## src/rtl/trx_status_monitor.sv

```systemverilog
// trx_status_monitor
// N-channel status monitor for LVDS transceivers, in the test-core clock domain.
//   - Counts replay and CRC-error events per channel in saturating counters.
//   - Stretches event pulses and link state into LED indications, plus a heartbeat.
//   - Serves counter readout through a one-cycle request/response port.
//
// Optional feature macro: TRX_STATUS_MON_CLR_ON_RD_EN
//   defined   : a read also clears both counters of the selected channel
//               (the read returns the pre-clear value; a rise in the read
//               cycle is counted after the clear).
//   undefined : reads are non-destructive; only i_clr clears.
//
// Ports:
//   i_clk       monitor clock (all inputs already synchronous to it)
//   i_arst_n    asynchronous active-low reset
//   i_link_up   per-channel link-up level
//   i_evt_rply  per-channel replay level, each rising edge is one event
//   i_evt_crc   per-channel CRC-error level, each rising edge is one event
//   i_clr       synchronous clear of all counters
//   i_rd        one-cycle read strobe
//   i_rd_sel    channel to read (>= CHANNELS returns zeros)
//   o_rd_data   {crc_cnt, rply_cnt} of the selected channel
//   o_rd_valid  one-cycle pulse qualifying o_rd_data
//   o_led       bit 0 heartbeat, bit 2c+1 link LED, bit 2c+2 activity LED
module trx_status_monitor #(
    parameter int unsigned CHANNELS         = 2,
    parameter int unsigned CNT_WIDTH        = 16,
    parameter int unsigned STRETCH_CYCLES   = 8_333_333,
    parameter int unsigned HEARTBEAT_CYCLES = 83_333_333
) (
    input  logic                         i_clk,
    input  logic                         i_arst_n,
    input  logic [CHANNELS-1:0]          i_link_up,
    input  logic [CHANNELS-1:0]          i_evt_rply,
    input  logic [CHANNELS-1:0]          i_evt_crc,
    input  logic                         i_clr,
    input  logic                         i_rd,
    input  logic [$clog2(CHANNELS):0]    i_rd_sel,
    output logic [2*CNT_WIDTH-1:0]       o_rd_data,
    output logic                         o_rd_valid,
    output logic [2*CHANNELS:0]          o_led
);

    localparam int unsigned SEL_W = $clog2(CHANNELS) + 1;
    localparam int unsigned ST_W  = $clog2(STRETCH_CYCLES + 1);
    localparam int unsigned HB_W  = (HEARTBEAT_CYCLES > 1) ? $clog2(HEARTBEAT_CYCLES) : 1;
    localparam int unsigned LED_W = 2 * CHANNELS + 1;

    localparam logic [CNT_WIDTH-1:0] CNT_MAX = {CNT_WIDTH{1'b1}};
    localparam logic [ST_W-1:0]      ST_LOAD = ST_W'(STRETCH_CYCLES);
    localparam logic [HB_W-1:0]      HB_LAST = HB_W'(HEARTBEAT_CYCLES - 1);

    logic [CHANNELS-1:0]  rply_q;
    logic [CHANNELS-1:0]  crc_q;
    logic [CHANNELS-1:0]  rply_rise;
    logic [CHANNELS-1:0]  crc_rise;

    logic [CNT_WIDTH-1:0] rply_cnt   [CHANNELS];
    logic [CNT_WIDTH-1:0] crc_cnt    [CHANNELS];
    logic [CNT_WIDTH-1:0] rply_cnt_d [CHANNELS];
    logic [CNT_WIDTH-1:0] crc_cnt_d  [CHANNELS];

    logic [ST_W-1:0]      stretch_cnt   [CHANNELS];
    logic [ST_W-1:0]      stretch_cnt_d [CHANNELS];

    logic [HB_W-1:0]      hb_cnt;
    logic                 hb;
    logic                 hb_tick;
    logic                 hb_d;

    logic [2*CNT_WIDTH-1:0] rd_data_d;
    logic [LED_W-1:0]       led_d;

`ifdef TRX_STATUS_MON_CLR_ON_RD_EN
    logic [CHANNELS-1:0]  rd_clr;
`endif

    // Edge detect on the event levels
    always_comb begin
        rply_rise = i_evt_rply & ~rply_q;
        crc_rise  = i_evt_crc  & ~crc_q;
    end

`ifdef TRX_STATUS_MON_CLR_ON_RD_EN
    // Destructive read: only a selected, existing channel is cleared
    always_comb begin
        rd_clr = '0;
        for (int c = 0; c < CHANNELS; c++) begin
            rd_clr[c] = i_rd && (i_rd_sel == SEL_W'(c));
        end
    end
`endif

    // Counter next state: i_clr wins, then optional read-clear, then saturating increment
    always_comb begin
        for (int c = 0; c < CHANNELS; c++) begin
            rply_cnt_d[c] = rply_cnt[c];
            crc_cnt_d[c]  = crc_cnt[c];
            if (i_clr) begin
                rply_cnt_d[c] = '0;
                crc_cnt_d[c]  = '0;
            end else begin
`ifdef TRX_STATUS_MON_CLR_ON_RD_EN
                if (rd_clr[c]) begin
                    rply_cnt_d[c] = '0;
                    crc_cnt_d[c]  = '0;
                end
`endif
                if (rply_rise[c] && (rply_cnt_d[c] != CNT_MAX)) begin
                    rply_cnt_d[c] = rply_cnt_d[c] + CNT_WIDTH'(1);
                end
                if (crc_rise[c] && (crc_cnt_d[c] != CNT_MAX)) begin
                    crc_cnt_d[c] = crc_cnt_d[c] + CNT_WIDTH'(1);
                end
            end
        end
    end

    // Read mux over the pre-update counter values; out-of-range select yields zeros
    always_comb begin
        rd_data_d = '0;
        for (int c = 0; c < CHANNELS; c++) begin
            if (i_rd_sel == SEL_W'(c)) begin
                rd_data_d = {crc_cnt[c], rply_cnt[c]};
            end
        end
    end

    // Activity stretch: any rise (re)loads, otherwise count down to zero
    always_comb begin
        for (int c = 0; c < CHANNELS; c++) begin
            stretch_cnt_d[c] = stretch_cnt[c];
            if (rply_rise[c] || crc_rise[c]) begin
                stretch_cnt_d[c] = ST_LOAD;
            end else if (stretch_cnt[c] != '0) begin
                stretch_cnt_d[c] = stretch_cnt[c] - ST_W'(1);
            end
        end
    end

    // Heartbeat toggles at terminal count of the free-running counter
    always_comb begin
        hb_tick = (hb_cnt == HB_LAST);
        hb_d    = hb ^ hb_tick;
    end

    // LED next state, built from next-state values so all LEDs align with hb
    always_comb begin
        led_d    = '0;
        led_d[0] = hb_d;
        for (int c = 0; c < CHANNELS; c++) begin
            led_d[2*c+1] = i_link_up[c] | hb_d;
            led_d[2*c+2] = (stretch_cnt_d[c] != '0);
        end
    end

    // Event edge registers and counters
    always_ff @(posedge i_clk or negedge i_arst_n) begin
        if (!i_arst_n) begin
            rply_q <= '0;
            crc_q  <= '0;
            for (int c = 0; c < CHANNELS; c++) begin
                rply_cnt[c]    <= '0;
                crc_cnt[c]     <= '0;
                stretch_cnt[c] <= '0;
            end
        end else begin
            rply_q <= i_evt_rply;
            crc_q  <= i_evt_crc;
            for (int c = 0; c < CHANNELS; c++) begin
                rply_cnt[c]    <= rply_cnt_d[c];
                crc_cnt[c]     <= crc_cnt_d[c];
                stretch_cnt[c] <= stretch_cnt_d[c];
            end
        end
    end

    // Heartbeat counter
    always_ff @(posedge i_clk or negedge i_arst_n) begin
        if (!i_arst_n) begin
            hb_cnt <= '0;
            hb     <= 1'b0;
        end else begin
            hb_cnt <= hb_tick ? '0 : hb_cnt + HB_W'(1);
            hb     <= hb_d;
        end
    end

    // Read response; data holds when no read is issued
    always_ff @(posedge i_clk or negedge i_arst_n) begin
        if (!i_arst_n) begin
            o_rd_data  <= '0;
            o_rd_valid <= 1'b0;
        end else begin
            o_rd_valid <= i_rd;
            if (i_rd) begin
                o_rd_data <= rd_data_d;
            end
        end
    end

    // LED outputs
    always_ff @(posedge i_clk or negedge i_arst_n) begin
        if (!i_arst_n) begin
            o_led <= '0;
        end else begin
            o_led <= led_d;
        end
    end

endmodule

```

## config.mk

```make
export PLATFORM = sky130hd
export DESIGN_NAME = trx_status_monitor
export DESIGN_NICKNAME = d
export VERILOG_FILES = /design/src/rtl/trx_status_monitor.sv
export SDC_FILE = /design/constraint.sdc
export NUM_CORES = 1
export LEC_CHECK = 0
export CORE_MARGIN = 2
export CORE_UTILIZATION = 40
export DETAILED_ROUTE_END_ITERATION = 8
export HOLD_SLACK_MARGIN = 0.08
export SETUP_SLACK_MARGIN = 0.02
export SYNTH_ARGS = -nofsm -noshare
export SYNTH_HDL_FRONTEND = slang
export SYNTH_SLANG_ARGS = --single-unit
```

## constraint.sdc

```tcl
create_clock -name i_clk -period 3.05 [get_ports i_clk]
set_input_delay 0.7625 -clock i_clk [delete_from_list [all_inputs] [get_ports i_clk]]
set_output_delay 0.7625 -clock i_clk [all_outputs]
set_load 0.01 [all_outputs]
```

==> results by group <==
CTS
  – Number of buffers created by CTS: 17
  – Root Buffer: clkbuf_16
  – Clock slew at reported path FFs: around 0.07 ns
  – Setup Buffers After CTS: 0
  – Clk sinks: 179
  – H-Tree Level Count: 4
  – Clock Tree Buf Depth: 2
  – Clock tree from TritonCTS: done
  – Later-pin clock latency in the skew report: around 0.44 ns

Critical path
  – Crit path arrival time: roughly 3.3 ns
  – CP Capture Type: flip-flop
  – Crit Path Max Fanout: 7
  – Setup CP Type: flip-flop to flip-flop
  – Startpoint Class: flip-flop
  – Reg2reg start: stretch_cnt[23]
  – Critical Path Source: stretch_cnt[23]
  – CP required: 3.36 ns

Job
  – Max capacitance violation total: 0

Logic synthesis
  – Post-synth top area cell: dfrtp_1
  – Synth top area share: between 50% and 60%
  – Post-synth EDFFs: 0
  – Syn Inst Count: approximately 900
  – Largest family of logic cells by synthesized area: simple AND/OR/NAND/NOR gates
  – YS warnings: 0
  – Synth Register Bits: between 150 and 200
  – Syn nets: ~940
  – Synth area leaders: dfrtp_1 (50%), xnor2_1 (5.5%), nor2_1 (5.5%), xor2_1 (4.5%), mux2i_1 (3.9%)
  – Post-synthesis adder-cell area fraction: about 1.4%
  – Top FF cell, synth: dfrtp_1
  – FFs w/ async S/R, synth: 100%
  – Seq/Total Area, Yosys: between 50% and 60%
  – Post-synthesis mux area share: approximately 3.9%
  – Synth unique cells: 64
  – Synth Area in XOR/XNOR: 10.0%
  – Simple-Gate Fraction of Synth Area: a little under a quarter
  – Mapped Area: around 9000 um^2
  – Syn avg cell area: approximately 10 um^2
  – Complex-gate fraction of the synthesized area: approximately 7.5%

Power
  – Flop pwr share: approximately 48%
  – Clock power frac: a little under half
  – Gate power share: between 6 and 7%
  – Max IR drop VDD: approximately 0.33 mV
  – Switching Power: between 1 and 1.5 mW
  – Sw Share: about a quarter
  – P_int: 3.88 mW
  – PD cells: around 490 nW/um^2
  – Leakage Power: around 4.3 nW

Final layout
  – Nets@finish: just over 1,000
  – P&R area growth vs syn: 18.7%
  – Layout cell share with drive strength beyond 1: just over 9%
  – Fin area: ~11,000 um^2
  – N_diodes: 0

Placement
  – I/O Buffers: 49
  – Dpl cell area: around 10000 um^2
  – Detailed placer's ending HPWL: between 10,000 and 15,000 um
  – Placer congestion estimate: 0.817
  – Pre-CTS setup slack: -0.0233 ns

STA
  – Slew headroom: between 50% and 60%
  – Fmax: ~340 MHz
  – Max-slew violation count: 0
  – Final worst path period need: 2.98 ns
  – Worst setup margin: about 0.075 ns
  – Worst slew pin tran: ~0.63 ns
  – Final Hold Fails: 0
  – RSZ-0062 raised after global routing: true
  – Final Skew: 0.0135 ns
  – Final Setup Violations: 0
  – Fin Hold WS: 0.317 ns
  – Final period util: between 90% and 100%

Floorplan
  – Die Y: 153 um
  – Rows: 54
  – Initial core utilization: between 40 and 50%
  – DIE AREA: roughly 24,000 um^2
  – I/O pin cnt: 50
  – Chip width: roughly 150 um
  – Core Region: roughly 22,000 um^2

Global route
  – GRT overflow: 0
  – Initial antenna violation count: 0
  – Largest net degree at the start of global routing: 71
  – Global-route wire length before repair: approximately 33,000 um
  – GR Util All Layers: between 10% and 20%
  – Number of global-route vias before repair: around 6,500

Detailed routing
  – Vias/cell: around 5.2
  – First-pass DRT Iterations: 5
  – First-iteration detailed-routing DRC count: ~360
  – # DRC: 0
  – Via count: ~6,700
  – Post-Route WL: 19,400 um
  – Routed WL per cell: between 15 and 20 um
  – Antenna violation net count after detailed routing: 0

Run status
  – Status: finished, final reports clean

Min path
  – Hold WC Path Type: input port to async pin
[power by group through the flow]
stage	Sequential, mW	Combinational (mW)	Clock (mW)
finish	2.45	0.343	2.35
CTS	2.45	0.347	2.41
global placement	2.49	0.343	0
floorplan	2.49	0.205	0
detailed placement	2.49	0.345	0
global route	2.45	0.387	2.51
[state kept, by name (all words and copies together) (netlist names)]
signal       cells
o_rd_valid       1
crc_q            2
o_rd_data       32
rply_q           2
rply_cnt        32
stretch_cnt     46
crc_cnt         32
o_led            5
hb_cnt          27
[Yosys cell counts (6+ instances only)]
cell and instances:
o22ai_1 32, xnor2_1 56, or4_1 7, o21ai_0 17, nor4_1 19, or3_1 13
xor2_1 46, clkbuf_1 21, nor2b_1 6, ha_1 10, nor2_1 130, nand2b_1 13
a21oi_1 25, nand2_1 66, dfrtp_1 179, nand4_1 24, nor3_1 24, and3_1 16
buf_1 7, nand3_1 38, and4_1 6, inv_1 52, mux2i_1 35
[placed cells by master, fill, tap and decap left out, drive strengths merged, types with 20 or more instances in the layout]
master / instances
dfrtp: 179
nand2: 66
nor4: 20
mux2i: 35
a21oi: 25
xor2: 46
xnor2: 56
nor2: 131
clkdlybuf4s50: 46
nor3: 25
buf: 42
nand4: 24
inv: 59
o22ai: 32
nand3: 39
[per-layer routing]
metal	routed length, um	track usage (%)	vias to the layer above	share of wire (%)
li1	-	-	3345	-
met1	9810	25.3	3271	51
met2	8780	26.4	113	45
met3	637	2.95	12	3.3
met4	191	4.19	0	0.98
met5	0	0	-	0
[per-stage QoR]
stage                     power (mW)  TNS [ns]  util (%)  instances
after floorplan                 2.69         0         -        919
after global placement          2.84         0      45.3       1255
after detailed placement        2.84   -0.0233      45.3       1255
after CTS                       5.21         0      48.3       1287
after global routing            5.35   -0.0154      48.4       1287
final                           5.15         0      48.4       1287
[cell families (layout without fill, tap and decap cells)]
group,after synthesis,in the layout
AND/OR/NAND/NOR,401,401
flip-flops,179,179
AO/OA/AOI/OAI,107,107
XOR/XNOR,102,102
buffers and inverters,85,173
multiplexers,35,35
adder cells (fa/ha/maj),10,10
[cell type report]
class                           count  area, um^2
Clock buffer                       18         439
Clock inverter                     14         191
Fill cell                        2051       11300
Inverter                           52         195
Multi-Input combinational cell    655        4140
Sequential cell                   179        4480
Tap cell                          280         350
Timing Repair Buffer               89         797
[critical path, stage by stage (launching register included)]
cell      delay (ns)
dfrtp_1         0.38
inv_2           0.07
ha_1            0.19
nor4b_2         0.17
or3b_4          0.29
nor2_4          0.05
buf_4           0.16
o31a_1          0.28
or4_1           0.47
or4b_4          0.49
a2111o_1        0.30
[repair_timing]
action | CTS | global route
cloned | 0 | 0
setup endpoints to repair | 1 | 2
resized for setup | 1 | 9
hold buffers | 0 | 0
pin swaps | 0 | 0
[worst paths after layout]
check	endpoint	slack (ns)	cells past startpoint
setup / recovery	o_led[2]	0.07	10
hold / removal	o_rd_data[9]	0.32	1
setup reg to reg	o_led[2]	0.07	10
hold reg to reg	hb_cnt[0]	0.49	1
max in group asynchronous	stretch_cnt[28]	1.95	2
min in group i_clk	hb_cnt[0]	0.49	1
Power figures use the tool's default switching activity.
==> RTL change, RTL diff (same flow settings) <==
`HEARTBEAT_CYCLES`: 83_333_333 -> 333_333_332.
--- a/src/rtl/trx_status_monitor.sv
+++ b/src/rtl/trx_status_monitor.sv
@@ -26,7 +26,7 @@
     parameter int unsigned CHANNELS         = 2,
     parameter int unsigned CNT_WIDTH        = 16,
     parameter int unsigned STRETCH_CYCLES   = 8_333_333,
-    parameter int unsigned HEARTBEAT_CYCLES = 83_333_333
+    parameter int unsigned HEARTBEAT_CYCLES = 333_333_332
 ) (
     input  logic                         i_clk,
     input  logic                         i_arst_n,
Function: same outputs for any inputs over 10 cycles, from zero or initial values and one cycle with i_arst_n low; that may be too few to reach the edited logic, so the function may still have changed.
==> RTL change against the original RTL <==
- first-iteration DRC count up 0.28%
- synthesized area increased by 1.2%
- cell area rose by 1.3%
- routed wire length rose by 2.6%
- worst setup slack better by 0.13 ns
- power is 0.19% higher
- sequential cell count is 2 higher
- global-route usage rose by 0.71 points
==> RTL change: results (changes against the original RTL) <==
----------------------------------------------------
[Synth]
  Average instance area after synthesis ... 9.82 um2 (+1.1%)
  Number of different library cells in the post-synthesis netlist ... 58 (-9.4%)
  Nets in the synthesized netlist ... 941 (unchanged)
  Part of the Yosys area used for sequential elements ... 50.1% (-0.065 points)
  Top area cells in the synthesized netlist ... sky130_fd_sc_hd__dfrtp_1 (50%), sky130_fd_sc_hd__xnor2_1 (5.3%), sky130_fd_sc_hd__nor2_1 (5.0%)
  Most used standard cells in the synthesized netlist ... sky130_fd_sc_hd__dfrtp_1 (181), sky130_fd_sc_hd__nor2_1 (120), sky130_fd_sc_hd__nand2_1 (67)

[Setup path]
  Arrival time at the worst endpoint ... 3.16 ns (-0.13 ns)
  Endpoint of the worst-slack reg-to-reg timing path ... o_led[4]
  Launching point of the worst reg2reg path ... stretch_cnt[2]
  Cell depth of the worst flop-to-flop path ... 7 (-3)
  Worst-path maximum fanout ... 9 (+2)
  Register-to-register setup slack ... 0.20 ns (+0.13 ns)

[Timing]
  Max-slew headroom ... 49.5% (-7.2 points)
  Skew final ... 0.0109 ns (-0.00264 ns)

[Power]
  Maximum VDD drop ... 0.241 mV (-27%)
  Switching fraction of total power ... 24.3% (-0.21 points)
  Total leakage power ... 4.39 nW (+1.8%)

[Run status]
  Outcome ... complete, no violations

[Route]
  Detailed Route Iter0 Violations ... 359 (+0.28%)
  Total wirelength of the detailed-routed design ... 19,900 um (+2.6%)
  Avg Vias per Cell ... 5.22 (-0.28%)
  Length of the first detailed-routing pass in iterations ... 4 (-1)

[Global routing]
  Total global routing track utilization ... 17.9% (+0.71 points)
  Wire length of the first global-routing pass ... 34,600 um (+4.4%)
  Largest net degree at the start of global routing ... 69 (-2.8%)
  Vias in the first global route ... 6,879 (+5.5%)

[Place]
  Worst setup timing slack at the placement stage ... 0.0491 ns (+0.0724 ns)
  Final weighted congestion in routability-driven placement ... 0.847 (+3.6%)
  HPWL after detailed placement ... 13,800 um (+2.4%)

[Clock tree]
  Buffer depth of the longest clock path ... 2 (unchanged)
  H-Tree Level Count ... 4 (unchanged)

[Finish]
  Final non-filler cell total ... 1,290 (+0.23%)
  Number of nets at the end of the flow ... 1,019 (+0.30%)
  Share of cells above drive strength 1 ... 9.70% (+0.47 points)
  Number of fill cells in the layout ... 2,041 (-0.49%)

----------------------------------------------------
[RTL change: cells by family (layout without fill, tap and decap cells)]
family	count (synthesis)	in the layout	share of synthesized area [%]
compound gates	101	101	6.97
xor+xnor	102	102	9.89
fa+ha+maj	9	9	1.25
buf+inv	85	175	3.70
mux	39	39	4.32
flops	181	181	50.1
simple gates	403	403	23.8
[RTL change: critical path, stage by stage, from the launching register on]
cell	delay, ns
sky130_fd_sc_hd__dfrtp_1	0.40
sky130_fd_sc_hd__nor4_4	0.62
sky130_fd_sc_hd__nand4_4	0.25
sky130_fd_sc_hd__o211ai_2	0.22
sky130_fd_sc_hd__xor2_1	0.16
sky130_fd_sc_hd__nor2_1	0.06
sky130_fd_sc_hd__or4_1	0.54
sky130_fd_sc_hd__or4_1	0.47
[RTL change: what timing repair did]
action                                  in CTS  in global routing
buffers inserted                             0                  0
gates resized for setup                      0                  1
endpoints found under the setup margin       0                  1
[RTL change: area by class of cell]
| type | instances | area share [%] |
|---|---|---|
| clock buffers | 19 | 4.13 |
| clock inverters | 12 | 1.57 |
| inverters | 50 | 1.75 |
| multi-input cells | 654 | 38.9 |
| flip-flops and latches | 181 | 42.2 |
| well taps | 280 | 3.27 |
| repair buffers | 94 | 8.13 |
[RTL change: worst max-delay path by stage]
stage                to            start  cells after the start
3_3_place_gp   o_led[4]    i_evt_rply[1]                      8
6_report       o_led[4]   stretch_cnt[2]                      7
2_1_floorplan  o_led[4]     i_evt_crc[1]                      8
3_5_place_dp   o_led[4]    i_evt_rply[1]                      8
5_1_grt        o_led[4]   stretch_cnt[3]                      7
4_1_cts        o_led[4]  stretch_cnt[17]                      7
[RTL change: power groups by stage]
stage	registers [mW]	logic, mW	clock network (mW)
2_1_floorplan	2.52	0.196	0
3_3_place_gp	2.52	0.372	0
3_5_place_dp	2.52	0.372	0
4_1_cts	2.48	0.375	2.38
5_1_grt	2.48	0.414	2.48
6_report	2.48	0.367	2.31
[RTL change: per-layer routing]
layer  wire length [um]  track usage [%]  up-vias
met2               9440             29.2       80
met5                  0                0        -
met3                582             3.39       19
met4                247             5.69        0
met1               9650             24.2     3275
li1                   -                -     3364
[RTL change: stage by stage]
stage	util [%]	hold slack [ns]	power, mW	area [um2]
after global placement	45.9	0.483	2.89	10100
after floorplan	-	0.460	2.71	9030
after CTS	48.7	0.351	5.23	10700
after detailed placement	45.9	0.484	2.89	10100
after global routing	48.7	0.370	5.37	10700
final	48.7	0.307	5.16	10700
